### config.mk
export PLATFORM = sky130hd
export DESIGN_NAME = sd_cmd_decoder
export DESIGN_NICKNAME = d
export VERILOG_FILES = /design/src/rtl/sd_cmd_pkg.sv /design/src/rtl/sd_cmd_decoder.sv
export SDC_FILE = /design/constraint.sdc
export NUM_CORES = 1
export LEC_CHECK = 0
export CAP_MARGIN = 20
export CORE_AREA = 2 2 128 130
export CTS_CLUSTER_DIAMETER = 60
export DETAILED_ROUTE_END_ITERATION = 12
export DIE_AREA = 0 0 130 132
export HOLD_SLACK_MARGIN = 0.02
export PLACE_DENSITY = 0.71
export SYNTH_ARGS = -nofsm -noshare
export SYNTH_HDL_FRONTEND = slang
export SYNTH_SLANG_ARGS = --single-unit
### constraint.sdc
create_clock -name clock -period 2.8 [get_ports clock]
set_input_delay 0.28 -clock clock [delete_from_list [all_inputs] [get_ports clock]]
set_output_delay 0.28 -clock clock [all_outputs]
set_load 0.005 [all_outputs]
### src/rtl/sd_cmd_pkg.sv
// Shared constants and state encodings for the SD/SDIO command decoder.
package sd_cmd_pkg;

  localparam logic [5:0] CMD0  = 6'd0;
  localparam logic [5:0] CMD3  = 6'd3;
  localparam logic [5:0] CMD5  = 6'd5;
  localparam logic [5:0] CMD7  = 6'd7;
  localparam logic [5:0] CMD52 = 6'd52;
  localparam logic [5:0] CMD53 = 6'd53;

  localparam logic [23:0] R4_OCR  = 24'hFF8000;
  localparam logic [37:0] R4_RESP = {6'h3F, 1'b1, 3'd1, 1'b0, 3'b000, R4_OCR};

  typedef enum logic [1:0] {
    ST_IDLE, ST_DECODE, ST_WAIT_RW, ST_SEND_RESP
  } dec_state_e;

  // Encodings match the CURRENT_STATE field of the card status word.
  typedef enum logic [3:0] {
    CS_IDLE = 4'd0, CS_STBY = 4'd3, CS_CMD = 4'd4
  } card_state_e;

  function automatic logic [31:0] card_status(input card_state_e cs);
    return {19'd0, cs, 9'd0};
  endfunction

endpackage

### src/rtl/sd_cmd_decoder.sv
// SDIO command decoder: CMD0/3/5/7/52 handling, response handshake, CRC error count.
// Define SD_CMD53_EN to add the CMD53 (extended I/O) request port set.
module sd_cmd_decoder
  import sd_cmd_pkg::*;
(
  input  logic        clock,
  input  logic        reset,
  input  logic [37:0] cmd_data,
  input  logic        cmd_strobe,
  input  logic        cmd_error,
  output logic        read_enabled,
  output logic [37:0] resp_data,
  output logic        resp_no_crc,
  output logic        resp_valid,
  input  logic        resp_ready,
  output logic        rw_valid,
  output logic        rw_write,
  output logic [2:0]  rw_func,
  output logic        rw_raw,
  output logic [16:0] rw_addr,
  output logic [7:0]  rw_wdata,
  input  logic        rw_ready,
  input  logic [7:0]  rw_rdata,
  output logic        illegal_cmd,
`ifdef SD_CMD53_EN
  output logic        ext_valid,
  output logic        ext_write,
  output logic [2:0]  ext_func,
  output logic        ext_block,
  output logic        ext_incr,
  output logic [16:0] ext_addr,
  output logic [8:0]  ext_count,
`endif
  output logic [7:0]  crc_err_count
);

  dec_state_e  state_q, state_d;
  card_state_e cs_q, cs_d;
  logic [15:0] rca_q, rca_d, rca_inc;
  logic [37:0] cmd_q, cmd_d;
  logic [37:0] resp_data_q, resp_data_d;
  logic        resp_no_crc_q, resp_no_crc_d, resp_valid_q, resp_valid_d;
  logic        rw_valid_q, rw_valid_d, rw_write_q, rw_write_d, rw_raw_q, rw_raw_d;
  logic [2:0]  rw_func_q, rw_func_d;
  logic [16:0] rw_addr_q, rw_addr_d;
  logic [7:0]  rw_wdata_q, rw_wdata_d;
  logic        illegal_q, illegal_d;
  logic [7:0]  crc_q, crc_d;
  logic [5:0]  idx;
  logic [31:0] arg;
  logic        unused_arg_bits;

  assign idx = cmd_q[37:32];
  assign arg = cmd_q[31:0];
  assign unused_arg_bits = ^{arg[26], arg[8]};
  // RCA 0 means "unassigned", so the increment wraps to 1.
  assign rca_inc = (rca_q == 16'hFFFF) ? 16'd1 : rca_q + 16'd1;

`ifdef SD_CMD53_EN
  logic        ext_valid_q, ext_valid_d;
  logic [31:0] ext_arg_q, ext_arg_d;
`endif

  always_comb begin
    state_d       = state_q;
    cs_d          = cs_q;
    rca_d         = rca_q;
    cmd_d         = cmd_q;
    resp_data_d   = resp_data_q;
    resp_no_crc_d = resp_no_crc_q;
    resp_valid_d  = resp_valid_q;
    rw_valid_d    = rw_valid_q;
    rw_write_d    = rw_write_q;
    rw_func_d     = rw_func_q;
    rw_raw_d      = rw_raw_q;
    rw_addr_d     = rw_addr_q;
    rw_wdata_d    = rw_wdata_q;
    illegal_d     = 1'b0;
    crc_d         = (cmd_error && crc_q != 8'hFF) ? crc_q + 8'd1 : crc_q;
`ifdef SD_CMD53_EN
    ext_valid_d   = 1'b0;
    ext_arg_d     = ext_arg_q;
`endif
    case (state_q)
      ST_IDLE: if (cmd_strobe) begin
        cmd_d   = cmd_data;
        state_d = ST_DECODE;
      end
      ST_DECODE: begin
        state_d       = ST_IDLE;
        resp_no_crc_d = 1'b0;
        case (idx)
          CMD0: begin
            cs_d  = CS_IDLE;
            rca_d = 16'd0;
          end
          CMD5: begin
            cs_d          = CS_STBY;
            resp_data_d   = R4_RESP;
            resp_no_crc_d = 1'b1;
            resp_valid_d  = 1'b1;
            state_d       = ST_SEND_RESP;
          end
          CMD3: if (cs_q != CS_CMD) begin
            rca_d        = rca_inc;
            resp_data_d  = {CMD3, rca_inc, 16'h0000};
            resp_valid_d = 1'b1;
            state_d      = ST_SEND_RESP;
          end else illegal_d = 1'b1;
          CMD7: if (arg[31:16] == rca_q && rca_q != 16'd0) begin
            cs_d         = CS_CMD;
            resp_data_d  = {CMD7, card_status(CS_CMD)};
            resp_valid_d = 1'b1;
            state_d      = ST_SEND_RESP;
          end else cs_d = CS_STBY;
          CMD52: if (cs_q == CS_CMD) begin
            rw_write_d = arg[31];
            rw_func_d  = arg[30:28];
            rw_raw_d   = arg[27];
            rw_addr_d  = arg[25:9];
            rw_wdata_d = arg[7:0];
            rw_valid_d = 1'b1;
            state_d    = ST_WAIT_RW;
          end else illegal_d = 1'b1;
`ifdef SD_CMD53_EN
          CMD53: if (cs_q == CS_CMD) begin
            ext_arg_d    = arg;
            ext_valid_d  = 1'b1;
            resp_data_d  = {CMD53, 16'h0000, 8'h20, 8'h00};
            resp_valid_d = 1'b1;
            state_d      = ST_SEND_RESP;
          end else illegal_d = 1'b1;
`endif
          default: illegal_d = 1'b1;
        endcase
      end
      ST_WAIT_RW: if (rw_ready) begin
        rw_valid_d    = 1'b0;
        resp_data_d   = {CMD52, 16'h0000, 8'h20, rw_rdata};
        resp_no_crc_d = 1'b0;
        resp_valid_d  = 1'b1;
        state_d       = ST_SEND_RESP;
      end
      ST_SEND_RESP: if (resp_ready) begin
        resp_valid_d = 1'b0;
        state_d      = ST_IDLE;
      end
    endcase
  end

  always_ff @(posedge clock) begin
    if (reset) begin
      state_q       <= ST_IDLE;
      cs_q          <= CS_IDLE;
      rca_q         <= 16'd0;
      cmd_q         <= '0;
      resp_data_q   <= '0;
      resp_no_crc_q <= 1'b0;
      resp_valid_q  <= 1'b0;
      rw_valid_q    <= 1'b0;
      rw_write_q    <= 1'b0;
      rw_func_q     <= '0;
      rw_raw_q      <= 1'b0;
      rw_addr_q     <= '0;
      rw_wdata_q    <= '0;
      illegal_q     <= 1'b0;
      crc_q         <= '0;
    end else begin
      state_q       <= state_d;
      cs_q          <= cs_d;
      rca_q         <= rca_d;
      cmd_q         <= cmd_d;
      resp_data_q   <= resp_data_d;
      resp_no_crc_q <= resp_no_crc_d;
      resp_valid_q  <= resp_valid_d;
      rw_valid_q    <= rw_valid_d;
      rw_write_q    <= rw_write_d;
      rw_func_q     <= rw_func_d;
      rw_raw_q      <= rw_raw_d;
      rw_addr_q     <= rw_addr_d;
      rw_wdata_q    <= rw_wdata_d;
      illegal_q     <= illegal_d;
      crc_q         <= crc_d;
    end
  end

  // Outputs are forced to their idle values while reset is held, even before the first edge.
  assign read_enabled  = reset | (state_q == ST_IDLE);
  assign resp_data     = reset ? '0 : resp_data_q;
  assign resp_no_crc   = ~reset & resp_no_crc_q;
  assign resp_valid    = ~reset & resp_valid_q;
  assign rw_valid      = ~reset & rw_valid_q;
  assign rw_write      = ~reset & rw_write_q;
  assign rw_func       = reset ? '0 : rw_func_q;
  assign rw_raw        = ~reset & rw_raw_q;
  assign rw_addr       = reset ? '0 : rw_addr_q;
  assign rw_wdata      = reset ? '0 : rw_wdata_q;
  assign illegal_cmd   = ~reset & illegal_q;
  assign crc_err_count = reset ? '0 : crc_q;

`ifdef SD_CMD53_EN
  always_ff @(posedge clock) begin
    if (reset) begin
      ext_valid_q <= 1'b0;
      ext_arg_q   <= '0;
    end else begin
      ext_valid_q <= ext_valid_d;
      ext_arg_q   <= ext_arg_d;
    end
  end

  assign ext_valid = ~reset & ext_valid_q;
  assign ext_write = ~reset & ext_arg_q[31];
  assign ext_func  = reset ? '0 : ext_arg_q[30:28];
  assign ext_block = ~reset & ext_arg_q[27];
  assign ext_incr  = ~reset & ext_arg_q[26];
  assign ext_addr  = reset ? '0 : ext_arg_q[25:9];
  assign ext_count = reset ? '0 : ext_arg_q[8:0];
`endif

endmodule

==> metrics.md <==
| Metric | Value |
|---|---|
| DP HPWL | 10850 µm |
| Design area | 8268 µm² |
| Postcts setup bufs | 0 |
| WL final | 15910 µm |
| All-Layer GR Usage | about 18% |
| Mapped Cells | approximately 800 |
| EDFF count, synth | 0 |
| Syn_area_per_cell | 7.605 µm² |
| Final min period | ~2.3 ns |
| Worst hold path startpoint | reset |
| Post-synthesis xor/xnor area fraction | around 4.8% |
| Yosys cell types | 57 |
| RSZ-0062 raised after global routing | no |
| RR Endpoint | rca_q[11] |
| Outcome | finished clean |
| Worst hold endpoint | resp_no_crc_q |
| Post-CTS Hold Buffers | 0 |
| CTS Sinks | 129 |
| Met2 Use GR | between 20% and 30% |
| I/O pins | ~130 |
| Share of flip-flops with an asynchronous set or reset | 0% |
| GP Congestion | 0.8942 |
| Core area | between 15000 and 20000 µm² |
| Worst Hold Class | in -> reg |
| Worst slew margin relative to its limit | between 60% and 70% |
| Fmax achieved | 429.1 MHz |
| R2R depth | 8 |
| Worst setup EP type | flip-flop |
| Initial DRC count | roughly 430 |
| Compound-cell area share of the yosys netlist | around 15% |
| Most frequent cells in the layout | nand2_1, dfxtp_1, clkdlybuf4s50_1 |
| Total Die Area | about 17000 µm² |
| Vias in the first global route | roughly 5.2k |
| Final nets | between 900 and 1k |
| Insertion delay to the later sink of the worst-skew pair | about 0.42 ns |
| DRT antenna net count | 0 |
| Crit Path Max Fanout | 11 |
| Port bufs | approximately 130 |
| First-pass GRT wire length | 25500 µm |
| # DRC | 0 |
| Hold Path Cell Cnt | 2 |
| Max_cap viols | 0 |
| Final TNS setup | 0 ns |
| Clock Pin Slew Worst Setup and Hold Paths | approximately 0.06 ns |
| Final setup vio count | 0 |
| Critical Path RT | ~3.2 ns |
| Peak VDD IR | 0.4657 mV |
| Clock skew | 0.007540 ns |
| M1 GR Usage | 23.39% |
| Lkg Pwr | approximately 3.2 nW |
| Simple-gate share of the synthesized area | 29.31% |
| Area Growth Syn to Fin | 32.74% |
| Slew @ Worst Pin | 0.5877 ns |
| Post-synthesis sequential area ratio | between 40% and 50% |
| Largest family of logic cells by synthesized area | simple AND/OR/NAND/NOR gates |
| Most used routing layer | met2 |
| H-tree Lvls | 4 |
| Final count of pins violating max slew | 0 |
| Post-synthesis adder-cell area fraction | under 10% |
| Initial core utilization | approximately two fifths |
| Number of synthesized register bits | 129 |
| Cell Pwr Density | roughly 560 nW/µm² |
| Chip Height | roughly 130 µm |
| Commonest register cell after synthesis | dfxtp_1 |
| Synth warn | 0 |
| Most common cell after layout, fill and taps aside | nand2_1 |
| Post-synthesis mux area share | roughly 1.1% |
| DR WL/cell | between 10 and 15 µm |
| Crit path DAT | between 2 and 3 ns |
| Ant. Diodes | 0 |
| Number of buffers created by CTS | 17 |
| Root buf cell | clkbuf_16 |
| Dpl cell area | about 7700 µm² |
| R2R Setup Slk | around 0.47 ns |
| Largest net degree at the start of global routing | between 50 and 60 |
| Cts repair resizes | 0 |
| CTS tree | yes |
| Met3 global-route usage | 5.438% |
| Share of layout cells above drive strength 1 | ~7.5% |
| Startpoint types | flip-flop |
| Critical path type | reg -> reg |
| Routed via count | roughly 5.7k |
| Fin. Hold Viols | 0 |
| Die width | ~130 µm |
| Clock Tree Buf Depth | 2 |
| GRT overflow | 0 |
| Final Non-Filler Cells | roughly 1.2k |
| Min Hold Slack | ~0.32 ns |
| Initial DRT Pass Iterations | 5 |
| Synthesized area | a little over 6000 µm² |
| Initial antenna violation count | 0 |
| Final Cycle Share | about 83% |
| FP Rows | 46 |
| Cells after DPL | between 1k and 1.5k |
| Vias per cell | slightly below 5 |
[synth_stat cells (4+ instances only)]
| master | instances | area share, % |
|---|---|---|
| buf_4 | 11 | 1.3 |
| dfxtp_1 | 129 | 41 |
| xor2_1 | 25 | 3.5 |
| o21a_1 | 4 | 0.48 |
| a21oi_1 | 94 | 7.6 |
| inv_1 | 33 | 2.0 |
| clkbuf_1 | 35 | 2.1 |
| ha_1 | 7 | 1.4 |
| or3_1 | 5 | 0.50 |
| nand2b_1 | 19 | 1.9 |
| nor3_1 | 13 | 1.0 |
| o32ai_1 | 9 | 1.3 |
| o21ai_0 | 32 | 2.6 |
| xnor2_1 | 9 | 1.3 |
| and2_1 | 7 | 0.70 |
| nor4_1 | 9 | 0.90 |
| nand4_1 | 8 | 0.80 |
| nand3_1 | 23 | 1.8 |
| nand2_1 | 167 | 10 |
| o21ai_1 | 5 | 0.40 |
| nor2b_1 | 51 | 5.1 |
| and3_1 | 4 | 0.40 |
| buf_2 | 16 | 1.3 |
| nor2_1 | 54 | 3.3 |
[registers in the layout (all words and copies together), names as in the netlist, named ones only]
name	count
rw_valid_q	1
resp_valid_q	1
crc_q	8
state_q	1
illegal_q	1
rca_q	16
rw_wdata_q	8
cs_q	2
rw_write_q	1
resp_data_q	30
rw_func_q	3
resp_no_crc_q	1
rw_addr_q	17
cmd_q	37
rw_raw_q	1
[power by group]
part           internal (mW)  switching [mW]
sequential              1.90          0.0448
clock                   1.44           0.870
combinational          0.205           0.212
[layer usage]
| metal | routed length (µm) | up-vias |
|---|---|---|
| met4 | 184 | 0 |
| met3 | 998 | 15 |
| met5 | 0 | - |
| met2 | 7707 | 169 |
| li1 | - | 2913 |
| met1 | 7016 | 2639 |
[worst max-delay path by stage]
stage	from	end	slack, ns	depth (start not counted)
detailed placement	flip-flop	rca_q[13]	0.52	8
CTS	flip-flop	rca_q[13]	0.49	8
global placement	flip-flop	rca_q[11]	0.55	8
floorplan	rca_q[0]	rca_q[7]	0.78	9
global route	flip-flop	rca_q[11]	0.30	8
finish	flip-flop	rca_q[11]	0.47	8
[kinds of logic (layout without fill, tap and decap cells)]
family                     Yosys count  count (layout)
other                                1               5
and+or+nand+nor                    380             380
muxes                                6               6
AOI/OAI and AO/OA                  164             164
DFF                                129             129
adders and majority gates            7               7
xor gates and xnor gates            34              34
buffers and inverters               98             212
[through the flow]
step | worst slack, ns | utilization [%] | total power [mW]
global route | 0.2975 | 52.62 | 4.834
detailed placement | 0.5194 | 48.69 | 2.400
CTS | 0.4947 | 52.62 | 4.698
finish | 0.4697 | 52.62 | 4.667
global placement | 0.5502 | 48.69 | 2.395
floorplan | 0.7808 | - | 2.225
[final cells by class]
| type | count | area [µm²] |
|---|---|---|
| clock inverter | 14 | 177.7 |
| fill | 1505 | 7445 |
| timing repair buffer | 147 | 1441 |
| clock buffer | 18 | 439.2 |
| sequential | 129 | 2582 |
| inverter | 33 | 123.9 |
| multi-input combinational | 596 | 3233 |
| tap | 216 | 270.3 |
[critical path, stage by stage, from the launching register on]
cell and delay [ns]:
dfxtp_1 0.34, inv_1 0.11, ha_1 0.34, nand2_1 0.10, or3_1 0.57, buf_4 0.27
nor2_2 0.25, nand3b_1 0.13, a21oi_1 0.15
(Power assumes the default switching activity.)
